$ cat config.mk
export PLATFORM = sky130hd
export DESIGN_NAME = ex_stage
export DESIGN_NICKNAME = d
export VERILOG_FILES = /design/src/rtl/ex_stage.sv
export SDC_FILE = /design/constraint.sdc
export NUM_CORES = 1
export LEC_CHECK = 0
export CAP_MARGIN = 10
export CORE_MARGIN = 2
export CORE_UTILIZATION = 34
export CTS_CLUSTER_SIZE = 30
export DETAILED_ROUTE_END_ITERATION = 12
export SYNTH_ARGS = -nofsm -noshare
export SYNTH_HDL_FRONTEND = slang
export SYNTH_SLANG_ARGS = --single-unit
$ cat constraint.sdc
create_clock -name clock -period 3.7 [get_ports clock]
set_input_delay 0.74 -clock clock [delete_from_list [all_inputs] [get_ports clock]]
set_output_delay 0.74 -clock clock [all_outputs]
set_load 0.005 [all_outputs]
$ cat src/rtl/ex_stage.sv
// Execute stage of the 8-bit RISC-V pipeline: ALU control decode, 8-bit ALU,
// branch target/condition, and the EX/MEM pipeline register with stall/flush.
module ex_stage #(
  parameter int PC_SIZE = 10
) (
  input  logic               clock,
  input  logic               reset,
  input  logic               stall,
  input  logic               flush,
  input  logic               reg_write_in,
  input  logic               branch_in,
  input  logic               mem_read_in,
  input  logic               mem_to_reg_in,
  input  logic               mem_write_in,
  input  logic [1:0]         alu_op,
  input  logic               alu_src,
  input  logic [PC_SIZE-1:0] PC_in,
  input  logic [7:0]         read_data1,
  input  logic [7:0]         read_data2,
  input  logic [11:0]        immediate,
  input  logic [9:0]         funct,
  input  logic [4:0]         write_register_in,
  output logic               reg_write_out,
  output logic               mem_read_out,
  output logic               mem_to_reg_out,
  output logic               mem_write_out,
  output logic               branch_taken,
  output logic [PC_SIZE-1:0] branch_target,
  output logic [7:0]         alu_result,
  output logic               zero,
  output logic [7:0]         store_data,
  output logic [4:0]         write_register_out
);

  typedef enum logic [3:0] {
    OP_ADD, OP_SUB, OP_AND, OP_OR, OP_XOR, OP_SLL, OP_SRL, OP_SLT, OP_NONE
  } alu_ctrl_t;

  localparam int EXT_W = PC_SIZE + 13;

  alu_ctrl_t         alu_ctrl_s;
  logic [7:0]        operand_a_s;
  logic [7:0]        operand_b_s;
  logic [7:0]        alu_result_s;
  logic              zero_s;
  logic [EXT_W-1:0]  pc_ext_s;
  logic [EXT_W-1:0]  offset_ext_s;
  logic [EXT_W-1:0]  target_ext_s;

  assign operand_a_s = read_data1;
  assign operand_b_s = alu_src ? immediate[7:0] : read_data2;

  // ALU control decode; R-type uses the full funct, I-type only funct3
  always_comb begin
    alu_ctrl_s = OP_NONE;
    case (alu_op)
      2'b00: alu_ctrl_s = OP_ADD;
      2'b01: alu_ctrl_s = OP_SUB;
      2'b10: begin
        case (funct)
          10'b0000000_000: alu_ctrl_s = OP_ADD;
          10'b0100000_000: alu_ctrl_s = OP_SUB;
          10'b0000000_111: alu_ctrl_s = OP_AND;
          10'b0000000_110: alu_ctrl_s = OP_OR;
          10'b0000000_100: alu_ctrl_s = OP_XOR;
          10'b0000000_001: alu_ctrl_s = OP_SLL;
          10'b0000000_101: alu_ctrl_s = OP_SRL;
          10'b0000000_010: alu_ctrl_s = OP_SLT;
          default:         alu_ctrl_s = OP_NONE;
        endcase
      end
      2'b11: begin
        case (funct[2:0])
          3'b000:  alu_ctrl_s = OP_ADD;
          3'b111:  alu_ctrl_s = OP_AND;
          3'b110:  alu_ctrl_s = OP_OR;
          3'b100:  alu_ctrl_s = OP_XOR;
          3'b010:  alu_ctrl_s = OP_SLT;
          default: alu_ctrl_s = OP_NONE;
        endcase
      end
      default: alu_ctrl_s = OP_NONE;
    endcase
  end

  // 8-bit ALU; arithmetic wraps modulo 256, shifts use B[2:0]
  always_comb begin
    alu_result_s = 8'h00;
    case (alu_ctrl_s)
      OP_ADD:  alu_result_s = operand_a_s + operand_b_s;
      OP_SUB:  alu_result_s = operand_a_s - operand_b_s;
      OP_AND:  alu_result_s = operand_a_s & operand_b_s;
      OP_OR:   alu_result_s = operand_a_s | operand_b_s;
      OP_XOR:  alu_result_s = operand_a_s ^ operand_b_s;
      OP_SLL:  alu_result_s = operand_a_s << operand_b_s[2:0];
      OP_SRL:  alu_result_s = operand_a_s >> operand_b_s[2:0];
      OP_SLT:  alu_result_s = ($signed(operand_a_s) < $signed(operand_b_s)) ? 8'h01 : 8'h00;
      default: alu_result_s = 8'h00;
    endcase
  end

  assign zero_s = (alu_result_s == 8'h00);

  // Target arithmetic is done wide and truncated so wrap-around is silent
  assign pc_ext_s     = {{13{1'b0}}, PC_in};
  assign offset_ext_s = {{PC_SIZE{immediate[11]}}, immediate, 1'b0};
  assign target_ext_s = pc_ext_s + offset_ext_s;

  // EX/MEM pipeline register: reset > flush > stall > load
  always_ff @(posedge clock) begin
    if (reset) begin
      reg_write_out      <= 1'b0;
      mem_read_out       <= 1'b0;
      mem_to_reg_out     <= 1'b0;
      mem_write_out      <= 1'b0;
      branch_taken       <= 1'b0;
      branch_target      <= {PC_SIZE{1'b0}};
      alu_result         <= 8'h00;
      zero               <= 1'b0;
      store_data         <= 8'h00;
      write_register_out <= 5'd0;
    end else if (flush || !stall) begin
      // A flush turns the controls into a bubble but still loads the data path
      reg_write_out      <= reg_write_in  & ~flush;
      mem_read_out       <= mem_read_in   & ~flush;
      mem_to_reg_out     <= mem_to_reg_in & ~flush;
      mem_write_out      <= mem_write_in  & ~flush;
      branch_taken       <= branch_in & zero_s & ~flush;
      branch_target      <= target_ext_s[PC_SIZE-1:0];
      alu_result         <= alu_result_s;
      zero               <= zero_s;
      store_data         <= read_data2;
      write_register_out <= write_register_in;
    end else begin
      reg_write_out      <= reg_write_out;
      mem_read_out       <= mem_read_out;
      mem_to_reg_out     <= mem_to_reg_out;
      mem_write_out      <= mem_write_out;
      branch_taken       <= branch_taken;
      branch_target      <= branch_target;
      alu_result         <= alu_result;
      zero               <= zero;
      store_data         <= store_data;
      write_register_out <= write_register_out;
    end
  end

endmodule

==> flow_summary_export.csv, run 1 <==
group,metric,value,unit
die,die_x,107,um
worst_setup_path,endpoint_kind,"flop",
route,first_pass_iters,5,
layout,syn_to_final_growth,56.0,%
yosys,yosysTopAreaCell,"dfxtp_1",
die,initial_utilization,35.0,%
yosys,async_reset_ff_share,0,%
power,ir_drop,0.170,mV
layout,fin_nets,766,
yosys,synthesis.area,3630,sq um
timing,rsz0062_at_grt,"no",
global_route,grt_usage,22.1,%
cts,tritoncts,"done",
yosys,yosysSeqAreaShare,20.4,%
cts,root_buffer,"clkbuf_8",
cts,postCtsHoldBufs,0,
global_route,overflow,0,
power,leakage,2.49,nW
die,die_area,11500,sq um
die,rows,37,
power,p_per_area,284,nW/um^2
layout,drive_gt1_share,21.3,%
die,die_h,107,um
die,core_area,10400,sq um
timing,skew,0,ns
timing,setup_viol,0,
timing,setup_slack,0.191,ns
cts,clkLatencyLatePin,0.29,ns
worst_setup_path,slowest_delay,0.56,ns
cts,cts_inserted_buffers,5,
yosys,yosys_warnings,0,
worst_setup_path,crit_path_max_fanout,7,
global_route,grt_pass1_vias,4172,
yosys,ys.flop_type,"dfxtp_1",
cts,path_clk_slew,0.08,ns
layout,fillers,1026,
yosys,postSynthAreaPerCell,7.46,sq um
timing,fin_crit,3.51,ns
cts,cts.path.max_buffers,2,
yosys,synthesis.nets,588,
worst_setup_path,start_kind,"input port",
place,place_hpwl,10300,um
run,max-cap-violations,0,
worst_setup_path,path_delay_family,"simple AND/OR/NAND/NOR gates",
worst_setup_path,worstPathCellList,"clkdlybuf4s50_1 -> nor4_1 -> nand2_1 -> nand4bb_1 -> o21ai_2 -> buf_4 -> inv_1 -> o211ai_1 -> nand3_1 -> or4_4 -> o41ai_2",
route,initialDrtViolationCount,223,
place,place.port_buffers,98,
route,avgViaCountPerCell,5.26,
yosys,synthCells,487,
worst_setup_path,critPathRequiredTime,3.90,ns
timing,timing.fmax,285,MHz
timing,holdWs,0.454,ns
worst_setup_path,worst-path-stages,11,
timing,worst-slew-pin-transition,0.781,ns
cts,cts.sinks,37,
status,outcome,"finished, final reports clean",
cts,cts.htree.levels,2,
timing,hold_viol_final,0,
timing,slew_violations,0,
power,power,0.00161,W
timing,timing.final.crit_share,94.8,%
route,wl_per_cell,15.9,um
yosys,synth_top_area_share,20.4,%
yosys,ys_ff_latch,37,
yosys,ys_types,61,
route,num_vias,4216,
worst_setup_path,reg2reg_depth,2,
layout,layout_commonest_cell,"buf_4",
worst_setup_path,slowest_stage,"or4_4",
worst_setup_path,criticalPathCategory,"input port to flop",
yosys,synth_edf_count,0,
timing,slew_headroom,47.7,%
layout,layout_common_cells,"99 x buf_4, 93 x clkdlybuf4s50_1, 69 x nand2_1",
global_route,grt_max_degree,39,
worst_setup_path,crit_buf_inv,3,
route,drt_wl_total,12700,um
place,dp_slack,-0.510,ns
layout,n_antenna_cell,0,
global_route,grt_antenna_before_repair,0,
die,ios,102,
yosys,ys_top_cells_by_area,"dfxtp_1 20%, ha_1 11%, nand2_1 7.1%",
min_path,holdCritPathClass,"flop to flop",
global_route,grt_pass1_wl,20700,um
worst_setup_path,cp.arrival,3.71,ns
place,gp_congestion,0.957,
route,drtAntennaViolNets,0,
route,post-route-drc-count,0,
min_path,hold-path-cell-count,2,
==> Yosys cell counts (3+ instances only) <==
cell,number
dfxtp_1,37
mux2i_1,21
nand3_1,12
ha_1,33
xor2_1,4
o2bb2ai_1,3
a211oi_1,9
a21oi_1,46
clkbuf_1,21
a221o_1,3
nand2b_1,6
o21ai_0,22
nor3_1,14
a21o_1,5
nand3b_1,3
inv_1,29
a31oi_1,4
fa_1,3
mux4_2,5
buf_2,6
o211ai_1,5
o311ai_0,4
nor2_1,51
nor2b_1,9
o21bai_1,3
xnor2_1,10
o31ai_1,5
nand2_1,69
==> state kept, by name (all words and copies together), names as in the netlist <==
register and cells:
branch_target 10, branch_taken 1, zero 1, alu_result 8
mem_to_reg_out 1, store_data 8, reg_write_out 1, mem_write_out 1
mem_read_out 1, write_register_out 5
==> report_power, final <==
group | switching (W) | internal [W]
logic | 0.000341 | 0.000387
clock network | 0.000163 | 0.000272
registers | 0.0000164 | 0.000431
total | 0.000520 | 0.00109
==> path summary, 6_finish.rpt <==
kind / end / slack (ns) / start
max reg2reg: alu_result[0] / 3.03 / alu_result[0]
min reg2reg: write_register_out[4] / 0.45 / write_register_out[4]
min: write_register_out[4] / 0.45 / write_register_out[4]
max: zero / 0.19 / alu_op[0]
==> layout make-up <==
cell class	instances	area [sq um]	area share [%]
clock inverter	3	68.8	1.21
clock buffer	5	68.8	1.21
multi-input combinational	389	2710	47.8
timing repair buffer	200	1790	31.5
inverter	32	124	2.19
sequential	37	741	13.1
tap	136	170	3.00
==> logic make-up (layout without fill, tap and decap cells) <==
| kind of cell | Yosys count | in the layout | synth area share [%] |
|---|---|---|---|
| compound gates | 133 | 133 | 24.3 |
| xor+xnor | 14 | 14 | 3.38 |
| fa+ha+maj | 36 | 36 | 13.0 |
| buf+inv | 61 | 240 | 6.58 |
| flops | 37 | 37 | 20.4 |
| mux | 29 | 29 | 10.4 |
| simple gates | 177 | 177 | 21.9 |
==> timing repair <==
action,in CTS,in global routing
buffers inserted,0,1
setup endpoints to repair,2,4
resized for setup,8,13
pin swaps,3,6
==> worst reg2reg max path, stage by stage (launching register included) <==
cell and delay (ns):
dfxtp_1 0.34, nor2_1 0.05, a211oi_1 0.21
==> through the flow <==
step | instances | area, sq um | utilization (%) | TNS (ns)
final | 802 | 5670 | 54.6 | 0
after global routing | 802 | 5670 | 54.6 | 0
after CTS | 801 | 5610 | 54.1 | 0
after detailed placement | 793 | 5460 | 52.6 | -1.73
after global placement | 793 | 5460 | 52.6 | -1.40
after floorplan | 487 | 3640 | - | 0
==> layer usage <==
metal  global-route usage, %  vias to the layer above  share of wire (%)
met4                    4.85                        0                1.2
met3                    4.78                       15                5.9
met1                    30.4                     1993                 46
met5                       0                        -                  0
met2                    35.6                      124                 47
li1                        -                     2084                  -
(Power assumes the default switching activity.)
==> run 2: changes to the inputs <==
--- a/config.mk
+++ b/config.mk
@@ -5,8 +5,9 @@
 export SDC_FILE = /design/constraint.sdc
 export NUM_CORES = 1
 export LEC_CHECK = 0
+export ABC_CLOCK_PERIOD_IN_PS = 3700
 export CAP_MARGIN = 10
-export CORE_MARGIN = 2
+export CORE_MARGIN = 1
 export CORE_UTILIZATION = 34
 export CTS_CLUSTER_SIZE = 30
 export DETAILED_ROUTE_END_ITERATION = 12
==> flow_summary_export.csv, run 2 (same netlist as run 1, synthesis figures left out) <==
group,metric,value,unit
status,outcome,"finished, final reports clean",
power,intPower,0.00103,W
die,initial_utilization,35.2,%
layout,layout_common_cells,"95 x clkdlybuf4s50_1, 92 x buf_4, 69 x nand2_1",
layout,layout_commonest_cell,"clkdlybuf4s50_1",
place,place_area,5380,sq um
die,ios,102,
power,combinationalPowerShare,46.3,%
global_route,grt_max_degree,34,
worst_setup_path,crit_path_max_fanout,2,
worst_setup_path,reg2reg_depth,2,
global_route,grt_antenna_before_repair,0,
worst_setup_path,worst-path-stages,13,
power,leakage,2.41,nW
timing,fin_crit,3.62,ns
cts,postCtsHoldBufs,0,
timing,slew_violations,0,
global_route,grt_usage,22.2,%
global_route,grt_pass1_vias,4097,
cts,cts.htree.levels,2,
min_path,holdCritPathClass,"flop to flop",
cts,clkLatencyLatePin,0.28,ns
worst_setup_path,worstPathCellList,"clkdlybuf4s50_1 -> mux2i_2 -> inv_2 -> buf_4 -> ha_1 -> fa_2 -> a31oi_4 -> o21ai_0 -> mux2i_1 -> xnor2_1 -> a221o_1 -> or4_4 -> o41ai_2",
worst_setup_path,start_kind,"input port",
min_path,hold-path-cell-count,2,
route,initialDrtViolationCount,227,
layout,fin_nets,758,
power,ir_drop,0.170,mV
layout,syn_to_final_growth,53.3,%
worst_setup_path,crit_buf_inv,3,
power,power,0.00153,W
cts,path_clk_slew,0.08,ns
worst_setup_path,path_delay_family,"compound AO/OA/AOI/OAI gates",
layout,n_antenna_cell,0,
run,max-cap-violations,0,
worst_setup_path,critPathRequiredTime,3.89,ns
timing,timing.final.crit_share,97.8,%
timing,setup_viol,0,
timing,timing.fmax,276,MHz
cts,tritoncts,"done",
cts,cts_inserted_buffers,5,
global_route,overflow,0,
cts,root_buffer,"clkbuf_8",
route,wl_per_cell,15.5,um
timing,skew,0,ns
timing,holdWs,0.453,ns
timing,rsz0062_at_grt,"yes",
layout,regMostFlops,"branch_target",
route,avgViaCountPerCell,5.31,
global_route,grt_pass1_wl,19900,um
worst_setup_path,slowest_stage,"or4_4",
timing,setup_tns,0,ns
die,die_h,105,um
worst_setup_path,slowest_delay,0.50,ns
timing,hold_viol_final,0,
worst_setup_path,endpoint_kind,"flop",
place,gp_congestion,0.925,
layout,largest_reg_flops,10,
power,switchingPower,0.000506,W
timing,slew_headroom,59.9,%
route,post-route-drc-count,0,
power,p_seq_share,29.3,%
route,drt_wl_total,12300,um
place,place_hpwl,9960,um
die,rows,37,
route,drtAntennaViolNets,0,
power,p_sw_share,33.0,%
worst_setup_path,cp.arrival,3.81,ns
die,die_x,105,um
die,core_area,10300,sq um
layout,drive_gt1_share,19.8,%
layout,fillers,973,
cts,cts.sinks,37,
cts,cts.path.max_buffers,2,
route,num_vias,4216,
power,p_per_area,275,nW/um^2
layout,fin_area,5570,sq um
worst_setup_path,rrSetupSlack,3.01,ns
route,first_pass_iters,5,
die,die_area,11100,sq um
layout,top_regs,"branch_target: 10 flops, alu_result: 8 flops, store_data: 8 flops",
worst_setup_path,criticalPathCategory,"input port to flop",
timing,worst-slew-pin-transition,0.600,ns
power,p_clk_share,24.4,%
place,place.port_buffers,98,
run 2: what timing repair did:
item | 4_1_cts | 5_1_grt
setup endpoints to repair | 3 | 3
gates cloned | 0 | 0
pin swaps | 3 | 3
setup buffers | 0 | 1
gates resized for setup | 6 | 13
run 2: power groups by stage:
stage / combinational [W] / clock, W / sequential, W
after floorplan: 0.000343 / 0 / 0.000458
after global placement: 0.000682 / 0 / 0.000456
after detailed placement: 0.000688 / 0 / 0.000457
after CTS: 0.000696 / 0.000381 / 0.000448
after global routing: 0.000776 / 0.000396 / 0.000452
final: 0.000710 / 0.000374 / 0.000448
run 2: worst register-to-register path: cells and delay by family, from the launching register on:
family,cells,cell delay (ns)
flops,1,0.32
mux,1,0.17
simple gates,1,0.06
run 2: worst paths after layout:
path / to / from
max reg2reg: mem_write_out / mem_write_out
max: zero / immediate[0]
min: alu_result[6] / alu_result[6]
min reg2reg: alu_result[6] / alu_result[6]
run 2: area by class of cell:
| type | instances | area (sq um) | area share [%] |
|---|---|---|---|
| Clock buffer | 6 | 82.6 | 1.48 |
| Inverter | 32 | 123 | 2.20 |
| Timing Repair Buffer | 192 | 1700 | 30.6 |
| Sequential cell | 37 | 741 | 13.3 |
| Clock inverter | 2 | 37.5 | 0.674 |
| Tap cell | 136 | 170 | 3.06 |
| Multi-Input combinational cell | 389 | 2710 | 48.7 |
run 2: metrics by stage:
step / cells / utilization [%] / setup WS [ns]
2_1_floorplan: 487 / - / 0.0266
3_3_place_gp: 785 / 52.2 / -0.461
3_5_place_dp: 785 / 52.2 / -0.547
4_1_cts: 793 / 53.5 / 0.00708
5_1_grt: 794 / 53.9 / -0.0370
6_report: 794 / 53.9 / 0.0805
run 2: metal layers:
metal | share of wire, % | vias up | wire length, um | global-route usage (%)
li1 | - | 2075 | - | -
met2 | 47 | 154 | 5750 | 37.3
met3 | 5.5 | 20 | 680 | 3.15
met5 | 0 | - | 0 | 0
met4 | 2.4 | 0 | 298 | 7.85
met1 | 45 | 1967 | 5590 | 28.9
==> run 3: changes to the inputs <==
--- a/config.mk
+++ b/config.mk
@@ -7,6 +7,7 @@
 export LEC_CHECK = 0
 export ABC_CLOCK_PERIOD_IN_PS = 3700
 export CAP_MARGIN = 10
+export CORE_ASPECT_RATIO = 0.8
 export CORE_MARGIN = 1
 export CORE_UTILIZATION = 34
 export CTS_CLUSTER_SIZE = 30
==> flow_summary_export.csv, run 3 (same netlist as run 1, synthesis figures left out) <==
group,metric,value,unit
global_route,grt_antenna_before_repair,0,
timing,slew_violations,0,
timing,worst-slew-pin-transition,0.591,ns
worst_setup_path,start_kind,"input port",
global_route,overflow,0,
layout,fillers,996,
global_route,grt_pass1_wl,19900,um
die,rows,33,
layout,fin_nets,770,
power,p_seq_share,28.0,%
place,place.port_buffers,98,
timing,skew,0,ns
die,core_area,10300,sq um
worst_setup_path,r2r_start,"branch_target[2]",
cts,cts.htree.levels,2,
place,dp_cells,799,
layout,syn_to_final_growth,57.6,%
route,wl_per_cell,15.4,um
layout,layout_commonest_cell,"buf_4",
worst_setup_path,criticalPathCategory,"input port to flop",
power,p_sw_share,32.4,%
power,p_per_area,280,nW/um^2
timing,timing.final.crit_share,97.9,%
timing,timing.fmax,276,MHz
cts,cts.path.max_buffers,2,
die,die_h,94.4,um
route,avgViaCountPerCell,5.19,
worst_setup_path,worstSetupEndpoint,"zero",
power,intPower,0.00108,W
worst_setup_path,crit_path_max_fanout,7,
worst_setup_path,rrSetupSlack,3.02,ns
cts,cts_inserted_buffers,5,
layout,top_regs,"branch_target: 10 flops, alu_result: 8 flops, store_data: 8 flops",
layout,final-instance-count-excl-fill,810,
timing,fin_crit,3.62,ns
layout,drive_gt1_share,21.9,%
global_route,grt_pass1_vias,3958,
layout,n_antenna_cell,0,
die,die_area,11100,sq um
place,place_hpwl,10200,um
power,ir_drop,0.192,mV
global_route,grt_usage,22.3,%
cts,tritoncts,"done",
cts,root_buffer,"clkbuf_16",
die,ios,102,
die,die_x,118,um
global_route,grt_max_degree,34,
cts,clkLatencyLatePin,0.28,ns
timing,slew_headroom,60.1,%
worst_setup_path,endpoint_kind,"flop",
status,outcome,"finished, final reports clean",
power,combinationalPowerShare,45.3,%
timing,setup_viol,0,
power,p_clk_share,26.8,%
layout,largest_reg_flops,10,
cts,postCtsHoldBufs,0,
power,power,0.00160,W
worst_setup_path,reg2reg_depth,2,
worst_setup_path,cp.arrival,3.80,ns
timing,hold_viol_final,0,
worst_setup_path,startpoint,"alu_src",
power,leakage,2.52,nW
die,initial_utilization,35.2,%
power,switchingPower,0.000519,W
route,num_vias,4200,
route,drt_wl_total,12500,um
worst_setup_path,rr_endpoint,"branch_target[2]",
route,drtAntennaViolNets,0,
place,gp_congestion,0.939,
route,initialDrtViolationCount,407,
route,first_pass_iters,5,
layout,regMostFlops,"branch_target",
cts,path_clk_slew,0.06,ns
cts,cts.sinks,37,
worst_setup_path,critPathRequiredTime,3.88,ns
run,max-cap-violations,0,
min_path,holdCritPathClass,"flop to flop",
layout,layout_common_cells,"105 x buf_4, 93 x clkdlybuf4s50_1, 69 x nand2_1",
route,post-route-drc-count,0,
run 3: critical path, cell delays in order:
cell,delay [ns]
dlygate4sd2_1,0.26
buf_6,0.15
mux2i_4,0.18
buf_4,0.15
inv_4,0.05
buf_4,0.15
mux4_2,0.51
mux2_2,0.31
a22o_1,0.24
a221o_1,0.28
or4_4,0.50
o41ai_2,0.27
run 3: layout make-up:
type                       instances  area, sq um  area share, %
timing repair buffer             204         1790           31.3
inverter                          32          123           2.14
multi-input combinational        389         2740           47.9
clock buffer                       6          139           2.43
sequential                        37          741           12.9
tap                              140          175           3.06
clock inverter                     2         13.8          0.240
run 3: how the worst min path moves through the flow:
stage                                 from  cells after the start               end  slack [ns]
after CTS                 branch_target[6]                      2  branch_target[6]        0.45
after global placement    branch_target[7]                      2  branch_target[7]        0.44
after detailed placement     store_data[1]                      2     store_data[1]        0.44
after floorplan           branch_target[0]                      2  branch_target[0]        0.45
final                     branch_target[6]                      2  branch_target[6]        0.45
after global routing      branch_target[6]                      2  branch_target[6]        0.47
run 3: power by group through the flow:
stage / logic, W / clock network [W] / registers [W]
2_1_floorplan: 0.000343 / 0 / 0.000458
3_3_place_gp: 0.000693 / 0 / 0.000455
3_5_place_dp: 0.000698 / 0 / 0.000456
4_1_cts: 0.000711 / 0.000438 / 0.000448
5_1_grt: 0.000791 / 0.000458 / 0.000452
6_report: 0.000726 / 0.000429 / 0.000448
run 3: timing repair:
action	4_1_cts	5_1_grt
resized for setup	11	12
endpoints found under the setup margin	3	3
hold endpoints to repair	0	0
buffers inserted	0	3
pin swaps	2	6
run 3: metal layers:
layer	routed length (um)	global-route usage (%)	up-vias
met5	0	0	-
met4	99	2.67	0
met3	901	3.93	9
met2	5470	35.5	165
met1	6010	32.2	1930
li1	-	-	2096
run 3: metrics by stage:
step                cell area (sq um)  setup WS, ns  util [%]  hold WS, ns  TNS, ns
finish                           5720        0.0791      55.5        0.448        0
global route                     5720       -0.0133      55.5        0.469  -0.0265
CTS                              5650       0.00634      54.8        0.450        0
detailed placement               5450        -0.547      52.8        0.444    -1.69
global placement                 5450        -0.454      52.8        0.439    -1.34
floorplan                        3640        0.0266         -        0.448        0
